File: src/rtl/rvc_pkg.sv
// Shared definitions for the compressed-instruction fetch alignment path.
package rvc_pkg;

    typedef enum logic [1:0] {
        ALIGN_EMPTY = 2'd0,
        ALIGN_SKIP  = 2'd1,
        ALIGN_HALF  = 2'd2
    } align_state_t;

    localparam logic [31:0] INST_ALIGN_BYTES = 32'd4;
    localparam logic [31:0] HALF_BYTES       = 32'd2;

    // A halfword opens a 16-bit instruction unless its low two bits are 2'b11.
    function automatic logic is_rvc_half(input logic [15:0] half);
        return (half[1:0] != 2'b11);
    endfunction

endpackage

File: src/rtl/rvc_len_check.sv
// Length decode of a single halfword: flags the start of a 16-bit instruction.
module rvc_len_check
    import rvc_pkg::*;
(
    input  logic [15:0] half,
    output logic        is_compressed
);

    assign is_compressed = is_rvc_half(half);

endmodule

File: src/rtl/fetch_align_ctrl.sv
// Aligns a stream of 32-bit fetch words into 16/32-bit instructions for decode,
// holding a leftover high half across word boundaries.
module fetch_align_ctrl
    import rvc_pkg::*;
#(
    parameter logic [31:0] RESET_PC = 32'h0000_0000
) (
    input  logic        clk,
    input  logic        reset,
    output logic [31:0] fetch_addr,
    input  logic        fetch_rvalid,
    input  logic [31:0] fetch_rdata,
    output logic        fetch_ready,
    output logic        inst_valid,
    input  logic        inst_ready,
    output logic [31:0] inst_data,
    output logic [31:0] inst_pc,
    output logic        inst_compressed,
    input  logic        redirect_valid,
    input  logic [31:0] redirect_pc
);

    align_state_t state_r;
    align_state_t state_next_s;
    logic [31:0]  fetch_addr_r;
    logic [31:0]  fetch_addr_next_s;
    logic [15:0]  hold_data_r;
    logic [31:0]  hold_pc_r;
    logic         hold_load_s;
    logic         low_is_rvc_s;
    logic         hold_is_rvc_s;
    logic         unused_redirect_bit_s;

    assign unused_redirect_bit_s = redirect_pc[0];
    assign fetch_addr            = fetch_addr_r;

    rvc_len_check u_low_check (
        .half          (fetch_rdata[15:0]),
        .is_compressed (low_is_rvc_s)
    );

    rvc_len_check u_hold_check (
        .half          (hold_data_r),
        .is_compressed (hold_is_rvc_s)
    );

    // Next-state, hold-load and decode-facing outputs.
    always_comb begin
        state_next_s    = state_r;
        hold_load_s     = 1'b0;
        inst_valid      = 1'b0;
        fetch_ready     = 1'b0;
        inst_data       = fetch_rdata;
        inst_pc         = fetch_addr_r;
        inst_compressed = 1'b0;

        if (reset) begin
            state_next_s = state_r;
        end else if (redirect_valid) begin
            state_next_s = redirect_pc[1] ? ALIGN_SKIP : ALIGN_EMPTY;
        end else begin
            case (state_r)
                ALIGN_EMPTY: begin
                    if (fetch_rvalid) begin
                        inst_valid  = 1'b1;
                        fetch_ready = inst_ready;
                        if (low_is_rvc_s) begin
                            inst_data       = {16'h0000, fetch_rdata[15:0]};
                            inst_compressed = 1'b1;
                            if (inst_ready) begin
                                hold_load_s  = 1'b1;
                                state_next_s = ALIGN_HALF;
                            end else begin
                                state_next_s = ALIGN_EMPTY;
                            end
                        end else begin
                            state_next_s = ALIGN_EMPTY;
                        end
                    end else begin
                        state_next_s = ALIGN_EMPTY;
                    end
                end
                ALIGN_SKIP: begin
                    if (fetch_rvalid) begin
                        fetch_ready  = 1'b1;
                        hold_load_s  = 1'b1;
                        state_next_s = ALIGN_HALF;
                    end else begin
                        state_next_s = ALIGN_SKIP;
                    end
                end
                ALIGN_HALF: begin
                    inst_pc = hold_pc_r;
                    if (hold_is_rvc_s) begin
                        // The held half is a whole instruction; the fetch word waits.
                        inst_valid      = 1'b1;
                        inst_data       = {16'h0000, hold_data_r};
                        inst_compressed = 1'b1;
                        state_next_s    = inst_ready ? ALIGN_EMPTY : ALIGN_HALF;
                    end else if (fetch_rvalid) begin
                        inst_valid   = 1'b1;
                        inst_data    = {fetch_rdata[15:0], hold_data_r};
                        fetch_ready  = inst_ready;
                        hold_load_s  = inst_ready;
                        state_next_s = ALIGN_HALF;
                    end else begin
                        state_next_s = ALIGN_HALF;
                    end
                end
                default: begin
                    state_next_s = ALIGN_EMPTY;
                end
            endcase
        end
    end

    // Fetch address: redirect target, or advance by one word on each consume.
    always_comb begin
        fetch_addr_next_s = fetch_addr_r;
        if (redirect_valid) begin
            fetch_addr_next_s = {redirect_pc[31:2], 2'b00};
        end else if (fetch_rvalid && fetch_ready) begin
            fetch_addr_next_s = fetch_addr_r + INST_ALIGN_BYTES;
        end else begin
            fetch_addr_next_s = fetch_addr_r;
        end
    end

    // State, fetch address and held-half registers.
    always_ff @(posedge clk) begin
        if (reset) begin
            state_r      <= RESET_PC[1] ? ALIGN_SKIP : ALIGN_EMPTY;
            fetch_addr_r <= {RESET_PC[31:2], 2'b00};
            hold_data_r  <= 16'h0000;
            hold_pc_r    <= 32'h0000_0000;
        end else begin
            state_r      <= state_next_s;
            fetch_addr_r <= fetch_addr_next_s;
            if (hold_load_s) begin
                hold_data_r <= fetch_rdata[31:16];
                hold_pc_r   <= fetch_addr_r + HALF_BYTES;
            end else begin
                hold_data_r <= hold_data_r;
                hold_pc_r   <= hold_pc_r;
            end
        end
    end

endmodule

File: config.mk
export PLATFORM = sky130hd
export DESIGN_NAME = fetch_align_ctrl
export DESIGN_NICKNAME = d
export VERILOG_FILES = /design/src/rtl/rvc_pkg.sv /design/src/rtl/rvc_len_check.sv /design/src/rtl/fetch_align_ctrl.sv
export SDC_FILE = /design/constraint.sdc
export NUM_CORES = 1
export LEC_CHECK = 0
export BUFFER_PORTS_ARGS = -buffer_cell sky130_fd_sc_hd__buf_4
export CAP_MARGIN = 10
export CORE_AREA = 2 2 103 105
export DETAILED_ROUTE_END_ITERATION = 12
export DIE_AREA = 0 0 105 107
export PLACE_DENSITY = 0.76
export SLEW_MARGIN = 0
export SYNTH_ARGS = -nofsm -noshare
export SYNTH_HDL_FRONTEND = slang
export SYNTH_SLANG_ARGS = --single-unit
File: constraint.sdc
create_clock -name clk -period 4.81 [get_ports clk]
set_input_delay 0 -clock clk [delete_from_list [all_inputs] [get_ports clk]]
set_output_delay 0 -clock clk [all_outputs]
set_load 0.01 [all_outputs]
Word level (Yosys, flattened, before mapping)
Cells that the tools add are included.
- register bits: 82
- input bits: 69
- word-level logic and storage cells: 58
- $add $sub $neg: 2
- equal/unequal tests: 4
- muxes and demuxes: 43
- reduce and logical (&&, ||, !) cells: 4
- operators with widths (operator ; number):
    $mux 32 ; 11
    $pmux 32 s2 ; 1
    $add 32x2->32 const B ; 1
    $add 32x3->32 const B ; 1
    $mux 1 ; 19
    $mux 2 ; 7
    $pmux 1 s3 ; 2
    $pmux 2 s3 ; 1
    $ne 2x2->1 const B ; 2
    $pmux 1 s2 ; 2
    $eq 2x1->1 const B ; 1
    $eq 2x2->1 const B ; 1
    $logic_not 2->1 ; 1
    $reduce_bool 2->1 ; 1
    $reduce_or 2->1 ; 1
    $logic_and 1x1->1 ; 1

Depth between registers and ports, before layout
- depth after elaboration: 8
- mapped depth: 9

By module
From an unflattened synthesis, not the netlist that was laid out.
- cell total of the unflattened synthesis: 576
- area, all modules: 4723.3 um^2
- modules (own cells, without submodules) (module ; instances ; cells an instance ; area an instance (um^2) ; seq. area each (um^2)):
    fetch_align_ctrl ; 1 ; 574 ; 4715.8 ; 1581.5
    rvc_len_check ; 2 ; 1 ; 3.8 ; 0.0

Least setup slack after synthesis
Ideal clock, no wire load.
- kind: reg-to-reg
- from: register fetch_addr_r[10], in the netlist fetch_addr[10]
- to: register fetch_addr_r[23], in the netlist fetch_addr[23]
- data arrival time: 2.042 ns
- data required time: 4.740 ns
- slack: 2.698 ns
- stages on the path, launching flop included: 7
- cell sequence: dfxtp_1 -> clkbuf_1 -> nand4_1 -> or4_4 -> or4_1 -> xor2_1 -> a21oi_1
- longest elaborated chain between the ends: 3
- ends and longest elaborated chain (item ; line ; text):
    start: declaration ; fetch_align_ctrl.sv:25 ; logic [31:0] fetch_addr_r;
    start signal: assignment ; fetch_align_ctrl.sv:133 ; fetch_addr_r <= {RESET_PC[31:2], 2'b00};
    start signal: assignment ; fetch_align_ctrl.sv:138 ; fetch_addr_r <= fetch_addr_next_s;
    $add 32x3->32 ; fetch_align_ctrl.sv:123 ; fetch_addr_next_s = fetch_addr_r + INST_ALIGN_BYTES;
    $mux 32 ; fetch_align_ctrl.sv:122 ; end else if (fetch_rvalid && fetch_ready) begin
    $mux 32 ; fetch_align_ctrl.sv:120 ; if (redirect_valid) begin
Every way passes these cells. The select of a mux whose other input is x is not followed.
A chain may end at the register's enable or synchronous reset.

Worst setup path after layout
- from: input port reset
- to: output port inst_data[1]
- longest elaborated chain between the ends: 1
- ends and longest elaborated chain (item ; line ; text):
    start: declaration ; fetch_align_ctrl.sv:9 ; input logic reset,
    $mux 32 ; fetch_align_ctrl.sv:57 ; if (reset) begin
    end: declaration ; fetch_align_ctrl.sv:16 ; output logic [31:0] inst_data,
Every way passes these cells.

==> run summary <==
Outcome -> completed
Setup TNS -> 0 ns
Vias in the first global route -> 4685
Fillers -> 864
Post-route DRC -> 0
Final Setup Violations -> 0
WL/cell -> 15.8 µm
Final Hold Fails -> 0
FF-to-FF path depth -> 6
Met3 GRT Util -> 4.19%
Relative slew slack -> 22.3%
Die width -> 105 µm
CP Depth -> 7
Worst hold path class -> in2reg
Combinational power share -> 19.1%
GPL Wtd Cong -> 0.825
Crit path buffers/inverters -> 2
Cell area after synthesis -> 4440 µm²
PwrDens -> 258 nW/µm²
Clock network power share -> 37.5%
Async set-or-reset flop fraction in the synthesized netlist -> 0%
Pins Over Slew Limit -> 0
Setup bufs post-CTS -> 0
Net Sw Frac -> 26.9%
Detailed Routing Iterations Pass 1 -> 5
Largest stage delay, worst path -> 0.74 ns
Startpoint types -> input pin
Rows -> 37
Port bufs -> 163
Grt total ovfl -> 0
Via density -> 5.38
Core area -> 10100 µm²
IO Pins -> 168
LEAKAGE -> 2.68 nW
Post-route ant nets -> 0
Worst path arrival time -> 2.55 ns
Crit-path max FO -> 80
Starting Density -> 44.0%
Setup crit end kind -> output pin
Clk root buf -> clkbuf_8
Clock slew at reported path FFs -> 0.09 ns
WL final -> 14.3 mm
CP Cell Sequence -> buf_4 -> or2_2 -> nor2_1 -> nand2_1 -> a21oi_1 -> o22a_1 -> buf_4
Worst slew pin tran -> 1.16 ns
Clock Tree Buf Depth -> 2
Ys flop type -> dfxtp_1
Worst-Skew Late Latency -> 0.35 ns
Clk sinks -> 79
Met2 Use GR -> 44.2%
WHS Path Cells -> 3
#FFs+latches synth -> 79
Syn avg cell area -> 7.58 µm²
Final Core Density -> 63.6%
Unrepaired setup endpoints after global routing -> no
CP Class -> in2out
DP HPWL -> 9.96 mm
Layout area overhead -> 44.4%
Die ar. -> 11200 µm²
Worst vdd ir -> 0.000140 V
Distinct cells, synth -> 53
Psw -> 0.446 mW
Vias post-DR -> 4881
Critical path's top delay family -> simple AND/OR/NAND/NOR gates
Final clock skew -> 0.0136 ns
Cell mode on critical path -> buf_4
Max cap viols -> 0
EDFF count, synth -> 0
Register area share after synthesis -> 35.6%
Antenna violations before repair -> 0
Grt peak-use layer -> met2
Pin count of the biggest net entering global routing -> 81
Inserted Clock Buffers -> 9
Overall routing resource usage -> 25.1%
Top cell type's share of synthesized area -> 35.6%
Share of layout cells above drive strength 1 -> 26.7%
CP max stage cell -> nand2_1
Synth warnings -> 0
Tcrit/Tclk final -> 52.9%
Min cycle time layout -> 2.55 ns
Met1 usage -> 31.7%
Top cells by area, synth -> dfxtp_1 (36%), mux2i_1 (11%), nand2_1 (10%)
Critical Path RT -> 4.81 ns
Final #Nets -> 837
Top post-synthesis cells by count -> nand2_1 (122), nor2_1 (81), dfxtp_1 (79)
ANT cells -> 0
CTS tree -> yes
H-Tree Depth -> 3
Sequential Power Share -> 43.4%
Cell taking the most area after synthesis -> dfxtp_1
First DRT Iteration DRCs -> 393
Power Internal -> 1.21 mW
First-pass GRT wire length -> 23.1 mm
Most frequent cell after synthesis -> nand2_1
Fmax -> 0.393 GHz
Synth Instances -> 586
Die Ht -> 107 µm
-- power groups by stage --
stage / clock [mW] / combinational, mW / sequential [mW]
after floorplan: 0 / 0.137 / 0.724
final: 0.622 / 0.317 / 0.720
after global placement: 0 / 0.280 / 0.732
after detailed placement: 0 / 0.285 / 0.734
after global routing: 0.653 / 0.344 / 0.724
after CTS: 0.632 / 0.316 / 0.718
-- metrics by stage --
step	worst slack, ns	hold slack (ns)	instance area (µm²)	instances	power (mW)
after floorplan	2.70	0.109	4450	588	0.860
after CTS	2.15	0.0152	6410	907	1.67
after global placement	2.25	0.215	5700	845	1.01
after global routing	1.95	0.0432	6420	908	1.72
after detailed placement	2.18	0.217	5700	845	1.02
final	2.26	0.0303	6420	908	1.66
-- per-layer routing --
layer / up-vias / routed length, µm / part of all wire, %
met1: 2266 / 6110 / 43
met2: 211 / 7030 / 49
met5: - / 0 / 0
li1: 2390 / - / -
met3: 14 / 1040 / 7.2
met4: 0 / 146 / 1.0
-- path summary, 6_finish.rpt --
| kind | start | to | slack, ns |
|---|---|---|---|
| worst min register to register | hold_pc_r[1] | hold_pc_r[1] | 0.48 |
| worst max-delay path | reset | inst_data[1] | 2.26 |
| worst max register to register | state_r[0] | fetch_addr[6] | 2.30 |
| worst min-delay path | redirect_valid | fetch_addr[2] | 0.03 |
-- flip-flops by register name (all words and copies together), names as in the netlist --
| signal | count |
|---|---|
| fetch_addr | 30 |
| hold_data_r | 16 |
| hold_pc_r | 31 |
| state_r | 2 |
-- area by class of cell --
cell class	count	area (µm²)	share of cell area, %
Sequential cell	79	1580	24.6
Clock inverter	6	115	1.79
Inverter	10	37.5	0.585
Tap cell	136	170	2.65
Clock buffer	10	138	2.14
Timing Repair Buffer	214	1720	26.8
Multi-Input combinational cell	453	2660	41.4
-- cells in the final DEF, fill, tap and decap left out, drive strengths merged, types with 8 or more instances in the layout --
cell type,Yosys,layout
xnor2,8,8
nand2,122,122
a211oi,12,12
nor3,13,13
mux2i,47,47
mux2,15,15
o21ai,10,10
nand3,9,9
nand4,16,16
buf,9,168
xor2,8,8
nor2,81,81
inv,10,12
dfxtp,79,79
dlygate4sd3,0,46
a21oi,39,39
clkbuf,37,10
nor4,8,8
-- tightest hold or removal path: cells and delay by family --
kind	cells	cell delay [ns]
buffers and inverters	1	0.20
and+or+nand+nor	1	0.08
AOI/OAI and AO/OA	1	0.05
-- kinds of logic (layout without fill, tap and decap cells) --
kind of cell | after synthesis | count (layout) | share of synthesized area, %
AOI/OAI and AO/OA | 96 | 96 | 13.9
xor gates and xnor gates | 16 | 16 | 3.15
adders and majority gates | 1 | 1 | 0.282
buffers and inverters | 56 | 240 | 5.18
DFF | 79 | 79 | 35.6
muxes | 62 | 62 | 14.4
other | 1 | 3 | 0.0844
and+or+nand+nor | 275 | 275 | 27.4
-- timing repair --
item	in CTS	in global routing
hold buffers	46	0
resized for setup	0	0
hold endpoints to repair	46	0
Note: power is estimated with default switching activity, not from simulation.
